[src/rtl/bus_seq_pkg.sv]
// Shared slot map, slot type and window-check helpers for the bus sequencer.
package bus_seq_pkg;

  localparam int DEF_COUNT_WIDTH = 4;

  typedef logic [DEF_COUNT_WIDTH-1:0] slot_t;

  localparam slot_t PI_SEL_START  = slot_t'(0);
  localparam slot_t PI_STB        = slot_t'(1);
  localparam slot_t PI_SEL_END    = slot_t'(2);
  localparam slot_t CPU_SEL_START = slot_t'(12);
  localparam slot_t IO_SEL_START  = slot_t'(13);
  localparam slot_t CPU_STB       = slot_t'(14);
  localparam slot_t CPU_SEL_END   = slot_t'(15);

  function automatic bit window_ok(input int start, input int stb, input int stop);
    return (start <= stb) && (stb <= stop);
  endfunction

  function automatic bit windows_disjoint(input int s0, input int e0,
                                          input int s1, input int e1);
    return (e0 < s1) || (e1 < s0);
  endfunction

  function automatic bit window_inside(input int in_s, input int in_e,
                                       input int out_s, input int out_e);
    return (in_s >= out_s) && (in_e <= out_e) && (in_s <= in_e);
  endfunction

endpackage

[src/rtl/bus_seq_channel.sv]
// One bus-master channel: select/strobe window decode from the upcoming slot,
// request grant latch and single-pulse acknowledge.
module bus_seq_channel
  import bus_seq_pkg::*;
#(
  parameter int                     COUNT_WIDTH = DEF_COUNT_WIDTH,
  parameter logic [COUNT_WIDTH-1:0] SEL_START   = '0,
  parameter logic [COUNT_WIDTH-1:0] SEL_END     = '0,
  parameter logic [COUNT_WIDTH-1:0] STB         = '0
) (
  input  logic                   clk16,
  input  logic                   reset_n,
  input  logic                   advance,
  input  logic [COUNT_WIDTH-1:0] slot_next,
  input  logic                   req,
  output logic                   select_next,
  output logic                   select,
  output logic                   strobe,
  output logic                   ack
);

  localparam logic [COUNT_WIDTH-1:0] SPAN = SEL_END - SEL_START;

  logic [COUNT_WIDTH-1:0] offset;
  logic                   in_win;
  logic                   at_start;
  logic                   at_stb;
  logic                   grant_reg;
  logic                   grant_eff;
  logic                   select_reg;
  logic                   strobe_reg;
  logic                   ack_reg;

  // Offset compare avoids a constant-true ">= 0" when the window starts at slot 0.
  assign offset      = slot_next - SEL_START;
  assign in_win      = (offset <= SPAN);
  assign at_start    = (slot_next == SEL_START);
  assign at_stb      = (slot_next == STB);
  assign grant_eff   = at_start ? req : grant_reg;
  assign select_next = in_win && grant_eff;

  always_ff @(posedge clk16 or negedge reset_n) begin
    if (!reset_n) begin
      grant_reg  <= 1'b0;
      select_reg <= 1'b0;
      strobe_reg <= 1'b0;
      ack_reg    <= 1'b0;
    end else if (advance) begin
      if (at_start) begin
        grant_reg <= req;
      end
      select_reg <= select_next;
      strobe_reg <= at_stb && grant_eff;
      ack_reg    <= at_stb && grant_eff;
    end else begin
      // A stretched strobe keeps its window but acknowledges only once.
      ack_reg <= 1'b0;
    end
  end

  assign select = select_reg;
  assign strobe = strobe_reg;
  assign ack    = ack_reg;

endmodule

[src/rtl/bus_sequencer.sv]
// Parametrised bus slot sequencer: per-channel select/strobe/ack windows, IO
// sub-window and cycle marker. Define BUS_SEQ_WAIT_EN to enable strobe stretching.
module bus_sequencer
  import bus_seq_pkg::*;
#(
  parameter int                            COUNT_WIDTH  = DEF_COUNT_WIDTH,
  parameter int                            NUM_CH       = 2,
  parameter logic [NUM_CH*COUNT_WIDTH-1:0] CH_SEL_START = {CPU_SEL_START, PI_SEL_START},
  parameter logic [NUM_CH*COUNT_WIDTH-1:0] CH_SEL_END   = {CPU_SEL_END, PI_SEL_END},
  parameter logic [NUM_CH*COUNT_WIDTH-1:0] CH_STB       = {CPU_STB, PI_STB},
  parameter int                            IO_CH        = 1,
  parameter logic [COUNT_WIDTH-1:0]        IO_START     = IO_SEL_START,
  parameter logic [COUNT_WIDTH-1:0]        IO_END       = CPU_SEL_END,
  parameter int                            WAIT_MAX     = 7
) (
  input  logic                   clk16,
  input  logic                   reset_n,
  input  logic [NUM_CH-1:0]      ch_req,
`ifdef BUS_SEQ_WAIT_EN
  input  logic [NUM_CH-1:0]      ch_wait,
  output logic                   wait_timeout,
`endif
  output logic [NUM_CH-1:0]      ch_select,
  output logic [NUM_CH-1:0]      ch_strobe,
  output logic [NUM_CH-1:0]      ch_ack,
  output logic                   io_select,
  output logic                   cycle_start,
  output logic [COUNT_WIDTH-1:0] slot
);

  localparam logic [COUNT_WIDTH-1:0] IO_SPAN = IO_END - IO_START;

  logic [COUNT_WIDTH-1:0] count_reg;
  logic [COUNT_WIDTH-1:0] count_next;
  logic [COUNT_WIDTH-1:0] io_offset;
  logic [NUM_CH-1:0]      sel_next;
  logic                   advance;
  logic                   io_next;
  logic                   io_select_reg;
  logic                   cycle_start_reg;

  genvar gi, gj;

  generate
    if (NUM_CH < 1) begin : g_chk_num
      $error("bus_sequencer: NUM_CH must be at least 1");
    end
    if (IO_CH >= NUM_CH) begin : g_chk_io_ch
      $error("bus_sequencer: IO_CH must name an existing channel");
    end
    if (WAIT_MAX < 1) begin : g_chk_wait
      $error("bus_sequencer: WAIT_MAX must be at least 1");
    end
    if (!window_inside(int'(IO_START), int'(IO_END),
                       int'(CH_SEL_START[IO_CH*COUNT_WIDTH +: COUNT_WIDTH]),
                       int'(CH_SEL_END[IO_CH*COUNT_WIDTH +: COUNT_WIDTH]))) begin : g_chk_io_win
      $error("bus_sequencer: IO window must lie inside the IO channel window");
    end
    for (gi = 0; gi < NUM_CH; gi++) begin : g_chk_ch
      if (!window_ok(int'(CH_SEL_START[gi*COUNT_WIDTH +: COUNT_WIDTH]),
                     int'(CH_STB[gi*COUNT_WIDTH +: COUNT_WIDTH]),
                     int'(CH_SEL_END[gi*COUNT_WIDTH +: COUNT_WIDTH]))) begin : g_bad_win
        $error("bus_sequencer: channel %0d needs start <= strobe <= end", gi);
      end
      for (gj = gi + 1; gj < NUM_CH; gj++) begin : g_pair
        if (!windows_disjoint(int'(CH_SEL_START[gi*COUNT_WIDTH +: COUNT_WIDTH]),
                              int'(CH_SEL_END[gi*COUNT_WIDTH +: COUNT_WIDTH]),
                              int'(CH_SEL_START[gj*COUNT_WIDTH +: COUNT_WIDTH]),
                              int'(CH_SEL_END[gj*COUNT_WIDTH +: COUNT_WIDTH]))) begin : g_overlap
          $error("bus_sequencer: windows of channels %0d and %0d overlap", gi, gj);
        end
      end
    end
  endgenerate

`ifdef BUS_SEQ_WAIT_EN
  localparam int                WAIT_W   = (WAIT_MAX < 2) ? 1 : $clog2(WAIT_MAX + 1);
  localparam logic [WAIT_W-1:0] WAIT_LIM = WAIT_W'(WAIT_MAX);

  logic [WAIT_W-1:0] wait_cnt_reg;
  logic              wait_timeout_reg;
  logic              stretch;
  logic              at_limit;

  // Strobes only exist for granted windows, so strobe alone qualifies the stretch.
  assign stretch  = |(ch_wait & ch_strobe);
  assign at_limit = (wait_cnt_reg == WAIT_LIM);
  assign advance  = !stretch || at_limit;

  always_ff @(posedge clk16 or negedge reset_n) begin
    if (!reset_n) begin
      wait_cnt_reg     <= '0;
      wait_timeout_reg <= 1'b0;
    end else begin
      wait_cnt_reg     <= advance ? '0 : wait_cnt_reg + 1'b1;
      wait_timeout_reg <= stretch && at_limit;
    end
  end

  assign wait_timeout = wait_timeout_reg;
`else
  assign advance = 1'b1;
`endif

  assign count_next = advance ? count_reg + 1'b1 : count_reg;

  generate
    for (gi = 0; gi < NUM_CH; gi++) begin : g_ch
      bus_seq_channel #(
        .COUNT_WIDTH (COUNT_WIDTH),
        .SEL_START   (CH_SEL_START[gi*COUNT_WIDTH +: COUNT_WIDTH]),
        .SEL_END     (CH_SEL_END[gi*COUNT_WIDTH +: COUNT_WIDTH]),
        .STB         (CH_STB[gi*COUNT_WIDTH +: COUNT_WIDTH])
      ) u_channel (
        .clk16       (clk16),
        .reset_n     (reset_n),
        .advance     (advance),
        .slot_next   (count_next),
        .req         (ch_req[gi]),
        .select_next (sel_next[gi]),
        .select      (ch_select[gi]),
        .strobe      (ch_strobe[gi]),
        .ack         (ch_ack[gi])
      );
    end
  endgenerate

  assign io_offset = count_next - IO_START;
  assign io_next   = sel_next[IO_CH] && (io_offset <= IO_SPAN);

  // Everything decodes from count_next so outputs line up with slot.
  always_ff @(posedge clk16 or negedge reset_n) begin
    if (!reset_n) begin
      count_reg       <= '1;
      io_select_reg   <= 1'b0;
      cycle_start_reg <= 1'b0;
    end else if (advance) begin
      count_reg       <= count_next;
      io_select_reg   <= io_next;
      cycle_start_reg <= (count_next == '0);
    end
  end

  assign slot        = count_reg;
  assign io_select   = io_select_reg;
  assign cycle_start = cycle_start_reg;

endmodule

[config.mk]
export PLATFORM = sky130hd
export DESIGN_NAME = bus_sequencer
export DESIGN_NICKNAME = d
export VERILOG_FILES = /design/src/rtl/bus_seq_pkg.sv /design/src/rtl/bus_seq_channel.sv /design/src/rtl/bus_sequencer.sv
export SDC_FILE = /design/constraint.sdc
export NUM_CORES = 1
export LEC_CHECK = 0
export ABC_AREA = 1
export BUFFER_PORTS_ARGS = -buffer_cell sky130_fd_sc_hd__buf_2
export CORE_MARGIN = 2
export CORE_UTILIZATION = 35
export CTS_CLUSTER_DIAMETER = 40
export DETAILED_ROUTE_END_ITERATION = 8
export PLACE_DENSITY = 0.69
export SETUP_SLACK_MARGIN = 0.4
export SLEW_MARGIN = 10
export SYNTH_ARGS = -nofsm -noshare
export SYNTH_HDL_FRONTEND = slang
export SYNTH_SLANG_ARGS = --single-unit
[constraint.sdc]
create_clock -name clk16 -period 1.5 [get_ports clk16]
set_input_delay 0.075 -clock clk16 [delete_from_list [all_inputs] [get_ports clk16]]
set_output_delay 0.075 -clock clk16 [all_outputs]
set_load 0.05 [all_outputs]
# After elaboration in Yosys (flattened, before gate mapping)
# Cells that the tools add are included.
op_classes:
  n_eq_ne: 3
  add_sub_neg: 3
  muxes: 2
  n_lt_le_gt_ge: 3
  reduce_logical: 6
ops:
  columns: ["operator", "count"]
  rows:
  - ["$le A4 B2 Y1 const B", 3]
  - ["$eq A4 B4 Y1 const B", 2]
  - ["$sub A4 B4 Y4 const B", 2]
  - ["$logic_and A1 B1 Y1", 5]
  - ["$add A4 B1 Y4 const B", 1]
  - ["$eq A4 B1 Y1 const B", 1]
  - ["$logic_not A4 Y1", 1]
  - ["$mux W1", 2]
totals:
  elab_cells: 26
  out_inout_bits: 12
  in_bits: 4
  reg_bits: 12

# Depth between registers and ports, before layout
# Gate-level depths: netlist of run 1.
logic_depth:
  ltp_word: 5
  mapped_depth: 9
  mapped_depth_nobuf: 9

# Modules after synthesis
# A second synthesis of run 1 with hierarchy kept.
unflattened:
  cells_unflattened: 90
  hier_area_um2: 747.0
by_module_without_submodules:
  columns: ["mod", "instances", "cells_per_inst", "area_each_um2", "seq_area_each_um2"]
  rows:
  - ["bus_sequencer", 1, 35, 315.3, 155.1]
  - ["bus_seq_channel (g_ch[0].u_channel)", 1, 28, 224.0, 100.1]
  - ["bus_seq_channel (g_ch[1].u_channel)", 1, 27, 207.7, 100.1]

# Least setup slack after synthesis of run 1
# Ideal clock, no wire load.
synth_path:
  path_kind: "reg2reg"
  from: "register count_reg[0], in the netlist slot[0]"
  to: "register g_ch[1].u_channel.grant_reg"
  setup_ns: 0.119
  path_slack_ns: -0.359
  t_required_ns: 1.381
  path_buffers: 0
  arrival_ns: 1.740
  period_less_slack_ns: 1.859
  stages_incl_launch_ff: 8
  path_cell_list: "dfstp_2 inv_1 ha_1 inv_1 nand2_1 nor2_4 nand3_1 and2_1"
synth_via:
  elab_chain_len: 3
synth_rtl:
  columns: ["element", "line", "rtl"]
  rows:
  - ["start: declaration", "bus_sequencer.sv:33", "logic [COUNT_WIDTH-1:0] count_reg;"]
  - ["start signal: assignment", "bus_sequencer.sv:138", "count_reg <= count_next;"]
  - ["$add A4 B1 Y4", "bus_sequencer.sv:105", "assign count_next = advance ? count_reg + 1'b1 : count_reg;"]
  - ["net count_next[0]", "bus_sequencer.sv:34", "logic [COUNT_WIDTH-1:0] count_next;"]
  - ["$eq A4 B4 Y1", "bus_seq_channel.sv:37", "assign at_start = (slot_next == SEL_START);"]
  - ["$mux W1", null, null]
  - ["net g_ch[1].u_channel.grant_eff", "bus_seq_channel.sv:29", "logic grant_eff;"]
  - ["end signal: assignment", "bus_seq_channel.sv:50", "grant_reg <= req;"]
  - ["end: declaration", "bus_seq_channel.sv:28", "logic grant_reg;"]
# The timed path passes the listed nets, and every way through them passes these cells.

# Worst setup path in the final report of run 1
layout_path:
  from: "register count_reg[0], in the netlist slot[0]"
  to: "register g_ch[1].u_channel.strobe_reg"
layout_via:
  elab_chain_len: 4
  word_cells_on_any_way: 5
  cone_classes: "add/sub: 1; eq/ne: 2; mux: 1; reduce/logical: 1"
layout_rtl:
  columns: ["element", "line", "rtl"]
  rows:
  - ["$add A4 B1 Y4 *", "bus_sequencer.sv:105", null]
  - ["net count_next[0]", "bus_sequencer.sv:34", null]
  - ["$eq A4 B4 Y1", "bus_seq_channel.sv:37", null]
  - ["$mux W1", "bus_seq_channel.sv:39", "assign grant_eff = at_start ? req : grant_reg;"]
  - ["$logic_and A1 B1 Y1 *", "bus_seq_channel.sv:53", "strobe_reg <= at_stb && grant_eff;"]
  - ["end signal: assignment", "bus_seq_channel.sv:53", null]
  - ["end: declaration", "bus_seq_channel.sv:31", "logic strobe_reg;"]
# Mark *: on every way through the listed nets, which the timed path passes. The rest lies on a longest branch.

==> flow_summary_export.csv, run 1 <==
group,metric,value,unit
sta,tightestPinTransition,0.265,ns
die,die_h,47.4,µm
worst_setup_path,ff2ff_path_depth,9,
layout,diodes,0,
routing,wl,1.33,mm
routing,firstDrtPassIters,4,
grt,antenna_found_initial,0,
routing,vias,529,
pwr,internal_power,487,µW
clock_network,clock_latency,0.27,ns
worst_setup_path,worst_setup_path_end_kind,"flip-flop",
die,start_util,37.7,%
sta,min_period,1.51,ns
synth,synth_top_area_share,30.4,%
clock_network,ctsHtreeMaxLevel,1,
clock_network,cts_buffers,3,
grt,grt_usage,13.3,%
pwr,power_density,640,nW/µm²
synth,synth_seq_cells,12,
pwr,p_sw_share,22.8,%
sta,finalClockSkew,0.00513,ns
pwr,leakagePower,0.496,nW
worst_setup_path,start_kind,"flip-flop",
routing,viasPerCell,4.37,
sta,max_freq,0.664,GHz
layout,largest_reg_flops,4,
worst_setup_path,crit_chain,"inv_4 > ha_4 > inv_4 > nand2_4 > nor2_4 > nand2_2 > nand2_2 > nand3_2 > nor2_1",
place,place.gp.congestion,0.707,
clock_network,root_buffer,"clkbuf_4",
die,die_w,47.4,µm
pwr,clockPowerShare,41.4,%
pwr,power.switching,144,µW
worst_setup_path,r2r_start,"slot[0]",
synth,ys_top_cells_by_count,"13 x inv_1, 11 x nand2_1, 8 x dfrtp_1, 8 x nor2_1, 6 x buf_4",
routing,wl_met3,83,µm
die,num_rows,15,
place,portBuffers,15,
place,dpl.hpwl,866,µm
synth,yosysWarningCount,0,
place,placedInstanceArea,816,µm²
layout,finalInstanceArea,986,µm²
pwr,power,631,µW
die,die_area,2240,µm²
layout,drive_gt1_share,58.3,%
sta,fin_crit_sh,100,%
clock_network,clock_path_buffers,2,
synth,synth_edf_count,0,
synth,synth_top_cells_by_area,"dfrtp_1 30%, dfstp_2 16%, ha_1 9.5%, inv_1 7.4%, buf_4 6.8%",
run_status,status,"complete, but fails checks",
synth,synth_nets,83,
routing,drtAntennaViolNets,0,
sta,setup_viol,1,
pwr,irDropWorstVdd,0.369,mV
grt,gr-total-overflow,0,
synth,async_reset_ff_share,100,%
sta,rsz0062_at_grt,"yes",
synth,syn_inst,74,
worst_setup_path,crit_path_max_fanout,4,
pwr,seqPwrFrac,52.3,%
grt,grt_max_degree,13,
worst_setup_path,max_stage_delay,0.67,ns
die,core-area,1750,µm²
synth,syn_area,658,µm²
synth,synth_top_flop_cell,"dfrtp_1",
synth,yosysSeqAreaShare,46.4,%
sta,fin_tns_setup,-0.00668,ns
worst_setup_path,crit_type,"flip-flop to flip-flop",
place,dp_slack,0.00513,ns
sta,final-hold-violation-count,0,
run,max-cap-violations,0,
layout,n_fill_cell,151,
routing,wl_met1,598,µm
synth,avgSynthCellArea,8.89,µm²
die,io_pins,16,
routing,drc,0,
layout,nets,106,
routing,wl_per_cell,11.0,µm
routing,top_layer_used,"met4",
place,placed_cells,112,
routing,wl_met2,637,µm
layout,stdcell_count,121,
synth,synth.most_common_cell,"inv_1",
clock_network,tritoncts,"built",
sta,fin_ws,-0.00668,ns
clock_network,path_clk_slew,0.08,ns
worst_setup_path,r2r-end,"g_ch[1].u_channel.strobe",
worst_setup_path,cp.required,1.71,ns
min_path,whs_path_depth,4,
pwr,share_comb_of_total_power,6.3,%
routing,drt-initial-drc-count,4,
synth,synth_cell_types,17,
sta,slew_headroom,82.3,%
run_status,violations,"setup timing",
worst_setup_path,cp_slowest_cell,"dfstp_4",
min_path,hold_path.class,"input pin to flip-flop",
layout,areaGrowthSynthToFinish,49.8,%
sta,drv_slew,0,
min_path,holdCritStartpoint,"ch_req[1]",
synth,yosys.area.top_type,"dfrtp_1",
clock_network,clkSinkCount,12,
grt,grt_pass1_wl,1.94,mm
min_path,min_to,"g_ch[1].u_channel.grant_reg",
worst_setup_path,r2r_slack,-0.007,ns
grt,grt_pass1_vias,425,
worst_setup_path,cp.arrival,1.71,ns
==> kinds of logic after synthesis <==
| logic type | share of synthesized area, % |
|---|---|
| AO/OA/AOI/OAI | 0.760 |
| adder cells (fa/ha/maj) | 9.51 |
| buffers and inverters | 15.4 |
| flip-flops | 46.4 |
| AND/OR/NAND/NOR | 27.9 |
==> worst max-delay path by stage <==
stage               depth (start not counted)                           to  startpoint
global route                                9     g_ch[1].u_channel.strobe     slot[0]
global placement                            9                    io_select     slot[1]
CTS                                         9     g_ch[1].u_channel.strobe     slot[0]
floorplan                                   7  g_ch[1].u_channel.grant_reg     slot[0]
detailed placement                          9     g_ch[1].u_channel.strobe     slot[1]
finish                                      9     g_ch[1].u_channel.strobe     slot[0]
==> stage by stage <==
stage / utilization, % / hold slack, ns
floorplan: - / -0.221
global placement: 46.7 / -0.0356
detailed placement: 46.7 / -0.0361
CTS: 52.3 / 0.124
global route: 56.5 / 0.135
finish: 56.5 / 0.132
==> per-layer routing <==
layer | up-vias | track usage [%]
met5 | - | 0
met4 | 0 | 8.33
met3 | 2 | 5.00
met2 | 17 | 19.2
met1 | 249 | 16.5
li1 | 261 | -
==> timing repair <==
action / CTS / global route
buffers inserted: 1 / 3
resized for setup: 14 / 13
endpoints found under the hold margin: 12 / 0
endpoints found under the setup margin: 14 / 14
hold buffers: 1 / 0
pin swaps: 2 / 4
gates cloned: 0 / 0
==> critical path, delay by kind of cell, from the launching register on <==
kind | cells | cell delay (ns)
AND/OR/NAND/NOR | 6 | 0.45
buffers and inverters | 2 | 0.12
flip-flops | 1 | 0.67
adder cells (fa/ha/maj) | 1 | 0.22
==> area by class of cell <==
class | count | area (µm²) | share of cell area, %
multi-input cells | 41 | 332 | 33.6
flip-flops and latches | 12 | 317 | 32.1
repair buffers | 24 | 204 | 20.7
inverters | 15 | 66.3 | 6.73
clock buffers | 4 | 36.3 | 3.68
well taps | 25 | 31.3 | 3.17
==> power groups by stage <==
| stage | combinational [mW] | sequential, mW | clock, mW |
|---|---|---|---|
| 6_report | 0.0397 | 0.330 | 0.261 |
| 5_1_grt | 0.0433 | 0.331 | 0.288 |
| 4_1_cts | 0.0391 | 0.330 | 0.269 |
| 3_5_place_dp | 0.0370 | 0.336 | 0 |
| 3_3_place_gp | 0.0370 | 0.336 | 0 |
| 2_1_floorplan | 0.0284 | 0.336 | 0 |
==> layout by cell type, fill, tap and decap left out, types with 2 or more instances in the layout <==
master / count
ha_1: 3
clkbuf_4: 3
inv_1: 9
nor2_4: 2
dfstp_4: 3
nand2_4: 4
dfrtp_1: 8
inv_4: 4
nand4_1: 3
ha_4: 2
inv_2: 2
nand2_1: 4
buf_6: 5
buf_2: 11
nand3_2: 3
nand2_2: 7
nor2_1: 8
buf_8: 4
nand3_1: 2
buf_4: 3
Power figures use the tool's default switching activity.
==> run 2, diff against run 1 <==
--- a/config.mk
+++ b/config.mk
@@ -12,6 +12,7 @@
 export CTS_CLUSTER_DIAMETER = 40
 export DETAILED_ROUTE_END_ITERATION = 8
 export PLACE_DENSITY = 0.69
+export RECOVER_POWER = 25
 export SETUP_SLACK_MARGIN = 0.4
 export SLEW_MARGIN = 10
 export SYNTH_ARGS = -nofsm -noshare
==> run 2 against run 1 <==
  * The run still ends with setup timing left
  * Clock-buffer cell count unchanged
  * Hold slack unchanged
  * Worst setup slack unchanged
  * Maximum frequency unchanged
  * Non-clock buffer count unchanged
  * Cell count unchanged
  * Final area decreased by 0.13%
  * Core utilization decreased by 0.072 points
  * Critical path type unchanged
  * Clock power about the same
==> flow_summary_export.csv, run 2 (synthesis results as in run 1) <==
group,metric,value,unit
run_status,status,"complete, but fails checks",
run_status,violations,"setup timing",
die,io_pins,16,
worst_setup_path,r2r_start,"slot[0]",
grt,grt_pass1_vias,425,
layout,nets,106,
min_path,hold_path.class,"input pin to flip-flop",
clock_network,tritoncts,"built",
clock_network,clock_latency,0.27,ns
sta,setup_viol,1,
worst_setup_path,crit_chain,"inv_4 > ha_4 > inv_4 > nand2_4 > nor2_4 > nand2_2 > nand2_2 > nand3_2 > nor2_1",
pwr,irDropWorstVdd,0.369,mV
layout,diodes,0,
sta,fin_ws,-0.00668,ns
die,core-area,1750,µm²
sta,final-hold-violation-count,0,
routing,wl,1.33,mm
clock_network,path_clk_slew,0.08,ns
routing,wl_per_cell,11.0,µm
routing,drtAntennaViolNets,0,
worst_setup_path,start_kind,"flip-flop",
worst_setup_path,max_stage_delay,0.67,ns
worst_setup_path,cp_slowest_cell,"dfstp_4",
routing,drt-initial-drc-count,4,
place,place.gp.congestion,0.707,
sta,drv_slew,0,
clock_network,clkSinkCount,12,
grt,grt_usage,13.3,%
sta,finalClockSkew,0.00513,ns
worst_setup_path,cp.arrival,1.71,ns
layout,areaGrowthSynthToFinish,49.6,%
die,start_util,37.7,%
grt,gr-total-overflow,0,
worst_setup_path,ff2ff_path_depth,9,
worst_setup_path,crit_start,"slot[0]",
routing,firstDrtPassIters,4,
worst_setup_path,r2r-end,"g_ch[1].u_channel.strobe",
clock_network,cts_buffers,3,
worst_setup_path,worst_setup_path_end_kind,"flip-flop",
sta,max_freq,0.664,GHz
grt,grt_pass1_wl,1.94,mm
worst_setup_path,cp.required,1.71,ns
routing,drc,0,
sta,rsz0062_at_grt,"yes",
sta,tightestPinTransition,0.639,ns
clock_network,root_buffer,"clkbuf_4",
place,portBuffers,15,
die,die_h,47.4,µm
run,max-cap-violations,0,
grt,grt_max_degree,13,
sta,slew_headroom,57.4,%
worst_setup_path,crit_path_max_fanout,4,
layout,final_cell_mix,"10 x buf_2, 9 x inv_1, 8 x nor2_1, 8 x dfrtp_1, 7 x nand2_2",
sta,fin_crit_sh,100,%
layout,drive_gt1_share,57.3,%
layout,n_fill_cell,152,
sta,min_period,1.51,ns
routing,viasPerCell,4.35,
place,dpl.hpwl,866,µm
worst_setup_path,r2r_slack,-0.007,ns
worst_setup_path,crit_path_end,"g_ch[1].u_channel.strobe",
routing,vias,526,
grt,antenna_found_initial,0,
die,num_rows,15,
worst_setup_path,crit_type,"flip-flop to flip-flop",
layout,final_util,56.4,%
clock_network,clock_path_buffers,2,
sta,holdWs,0.132,ns
clock_network,ctsHtreeMaxLevel,1,
die,die_w,47.4,µm
place,dp_slack,0.00513,ns
pwr,power_density,640,nW/µm²
die,die_area,2240,µm²
pwr,leakagePower,0.493,nW
layout,largest_reg_flops,4,
layout,final_common_cell,"buf_2",
-- run 2: cell count changes in the layout (fill, tap and decap cells not counted), sizes merged --
cell,delta
buf,-1
clkbuf,+1
-- run 2: critical path, delay by kind of cell (launching register included) --
kind / cells / cell delay (ns)
buf+inv: 2 / 0.12
fa+ha+maj: 1 / 0.22
simple gates: 6 / 0.45
flops: 1 / 0.67
-- run 2: repair_timing --
| action | in CTS | in global routing |
|---|---|---|
| hold buffers | 1 | 0 |
| setup buffers | 1 | 3 |
| endpoints found under the setup margin | 14 | 14 |
| resized for setup | 14 | 13 |
| pin swaps | 2 | 4 |
| hold endpoints to repair | 12 | 0 |
-- run 2: through the flow --
stage          TNS (ns)  std cells  cell area (µm²)  total power [mW]
6_report       -0.00668        121              985             0.630
5_1_grt          -0.193        121              985             0.662
4_1_cts         -0.0233        118              912             0.638
3_5_place_dp          0        112              816             0.373
3_3_place_gp          0        112              816             0.373
2_1_floorplan    -0.268         74              724             0.364
-- run 2: final cells by class --
cell class	instances	area, µm²	area share, %
multi-input cells	41	332	33.7
flip-flops and latches	12	317	32.1
inverters	15	66.3	6.73
well taps	25	31.3	3.18
repair buffers	24	203	20.6
clock buffers	4	36.3	3.68
-- run 2: worst min-delay path by stage --
| stage | endpoint | slack, ns | cells after the start | start |
|---|---|---|---|---|
| finish | g_ch[1].u_channel.grant_reg | 0.13 | 4 | ch_req[1] |
| global route | g_ch[1].u_channel.grant_reg | 0.13 | 4 | ch_req[1] |
| CTS | g_ch[1].u_channel.grant_reg | 0.12 | 4 | ch_req[1] |
| detailed placement | g_ch[0].u_channel.strobe | -0.04 | 1 | reset_n |
| global placement | g_ch[0].u_channel.grant_reg | -0.04 | 1 | reset_n |
| floorplan | cycle_start | -0.22 | 0 | reset_n |
-- run 2: power by group --
part	total, mW	internal, mW	switching [mW]	leakage, nW
registers	0.330	0.328	0.00156	0.146
clock network	0.261	0.147	0.113	0.0210
logic	0.0394	0.0104	0.0290	0.326
-- run 2: per-layer routing --
metal | vias to the layer above | GRT usage (%) | share of wire, %
li1 | 261 | - | -
met1 | 246 | 16.5 | 45
met2 | 17 | 19.2 | 48
met3 | 2 | 5.00 | 6.2
met4 | 0 | 8.33 | 0.75
met5 | - | 0 | 0
==> run 3, diff against run 2 <==
--- a/config.mk
+++ b/config.mk
@@ -11,7 +11,7 @@
 export CORE_UTILIZATION = 35
 export CTS_CLUSTER_DIAMETER = 40
 export DETAILED_ROUTE_END_ITERATION = 8
-export PLACE_DENSITY = 0.69
+export PLACE_DENSITY = 0.59
 export RECOVER_POWER = 25
 export SETUP_SLACK_MARGIN = 0.4
 export SLEW_MARGIN = 10
==> run 3 against run 2 <==
  * The flow still finishes with violations (setup timing)
  * Critical path depth is the same
  * Critical path type unchanged
  * First-iteration DRC count fell by 25%
  * Clock-buffer cell count stayed put
  * Maximum frequency down 3.5%
==> flow_summary_export.csv, run 3 (synthesis results as in run 1) <==
group,metric,value,unit
run_status,status,"complete, but fails checks",
run_status,violations,"setup timing",
place,dp_slack,-0.0181,ns
run,max-cap-violations,0,
layout,final_cell_mix,"13 x buf_4, 10 x inv_1, 10 x buf_2, 8 x dfrtp_1",
sta,rsz0062_at_grt,"yes",
layout,multiInputGateArea,333,µm²
layout,final_util,60.1,%
routing,wl_per_cell,11.7,µm
min_path,hold_path.class,"input pin to flip-flop",
sta,max_freq,0.640,GHz
grt,grt.busiest_layer,"met2",
die,core-area,1750,µm²
routing,vias,566,
grt,grt_use_met1,17.0,%
die,die_w,47.4,µm
die,start_util,37.7,%
pwr,leakagePower,0.540,nW
clock_network,tritoncts,"built",
routing,viasPerCell,4.35,
grt,grt_pass1_wl,2.33,mm
die,num_rows,15,
layout,final_common_cell,"buf_4",
grt,grt_usage,16.2,%
worst_setup_path,cp_slowest_cell,"dfstp_4",
worst_setup_path,crit_path_max_fanout,4,
sta,min_period,1.56,ns
worst_setup_path,max_stage_delay,0.68,ns
routing,drc,0,
pwr,power_density,604,nW/µm²
sta,final-hold-violation-count,0,
routing,drtAntennaViolNets,0,
worst_setup_path,r2r_slack,-0.06,ns
sta,slew_headroom,56.3,%
sta,fin_crit_sh,104,%
place,placedInstanceArea,816,µm²
pwr,irDropWorstVdd,0.401,mV
sta,tightestPinTransition,0.655,ns
clock_network,ctsHtreeMaxLevel,1,
clock_network,clock_path_buffers,2,
sta,drv_slew,0,
die,io_pins,16,
grt,met3_usage,6.92,%
layout,n_fill_cell,158,
worst_setup_path,cp.required,1.71,ns
layout,areaGrowthSynthToFinish,59.5,%
grt,gr-total-overflow,0,
worst_setup_path,crit_type,"flip-flop to flip-flop",
routing,firstDrtPassIters,4,
clock_network,root_buffer,"clkbuf_4",
sta,setup_viol,4,
clock_network,clock_latency,0.28,ns
routing,wl,1.52,mm
layout,drive_gt1_share,62.9,%
place,place.gp.congestion,0.768,
worst_setup_path,cpMostUsedCell,"nand2_2",
die,die_area,2240,µm²
layout,finalInstanceArea,1050,µm²
clock_network,path_clk_slew,0.08,ns
layout,largest_reg_flops,4,
sta,fin_ws,-0.0615,ns
place,portBuffers,15,
grt,antenna_found_initial,0,
layout,nets,115,
worst_setup_path,crit_chain,"inv_6 > ha_4 > inv_4 > nand2_4 > nor2_4 > nand2_2 > nand2_2 > nand3_2 > nor2_1",
layout,diodes,0,
clock_network,cts_buffers,3,
die,die_h,47.4,µm
place,dpl.hpwl,921,µm
worst_setup_path,start_kind,"flip-flop",
worst_setup_path,cp.arrival,1.77,ns
grt,grt_max_degree,13,
grt,met2_usage,27.3,%
grt,grt_pass1_vias,535,
worst_setup_path,worst_setup_path_end_kind,"flip-flop",
clock_network,clkSinkCount,12,
sta,finalClockSkew,0.00882,ns
routing,drt-initial-drc-count,3,
layout,ff_latch_area,317,µm²
sta,holdWs,0.140,ns
## run 3: power by group
part	leakage, nW	internal (mW)	switching, mW
combinational	0.373	0.0118	0.0292
sequential	0.146	0.328	0.00135
clock	0.0210	0.148	0.115
## run 3: final cells by class
class / count / share of cell area [%]
well taps: 25 / 2.98
clock buffers: 4 / 3.46
repair buffers: 33 / 25.4
flip-flops and latches: 12 / 30.2
inverters: 15 / 6.32
multi-input cells: 41 / 31.7
## run 3: critical path, delay by kind of cell, from the launching register on
family | cells | cell delay [ns]
buffers and inverters | 2 | 0.11
flip-flops | 1 | 0.68
adder cells (fa/ha/maj) | 1 | 0.22
AND/OR/NAND/NOR | 6 | 0.47
## run 3: repair_timing
action / 4_1_cts / 5_1_grt
gates resized for setup: 13 / 14
setup endpoints to repair: 14 / 15
setup buffers: 7 / 6
endpoints found under the hold margin: 12 / 0
pin swaps: 2 / 12
hold buffers: 1 / 0
## run 3: layer usage
layer  wire length [µm]  part of all wire, %  up-vias
met3                 84                  5.5        5
met1                570                   38      265
met2                828                   55       16
li1                   -                    -      280
met5                  0                    0        -
met4                 34                  2.2        0
## run 3: worst paths after layout
check / startpoint / end / cells past startpoint
setup / recovery: slot[0] / io_select / 9
hold / removal: ch_req[1] / g_ch[1].u_channel.grant_reg / 4
setup reg to reg: slot[0] / io_select / 9
hold reg to reg: slot[3] / slot[3] / 2
max in group asynchronous: reset_n / io_select / 2
min in group asynchronous: reset_n / g_ch[1].u_channel.grant_reg / 2
## run 3: per-stage QoR
stage	setup TNS, ns	instances	total power, mW
after floorplan	-0.268	74	0.364
after global placement	0	112	0.373
after detailed placement	-0.0349	112	0.373
after CTS	-0.0870	124	0.644
after global routing	-0.506	130	0.664
final	-0.187	130	0.634
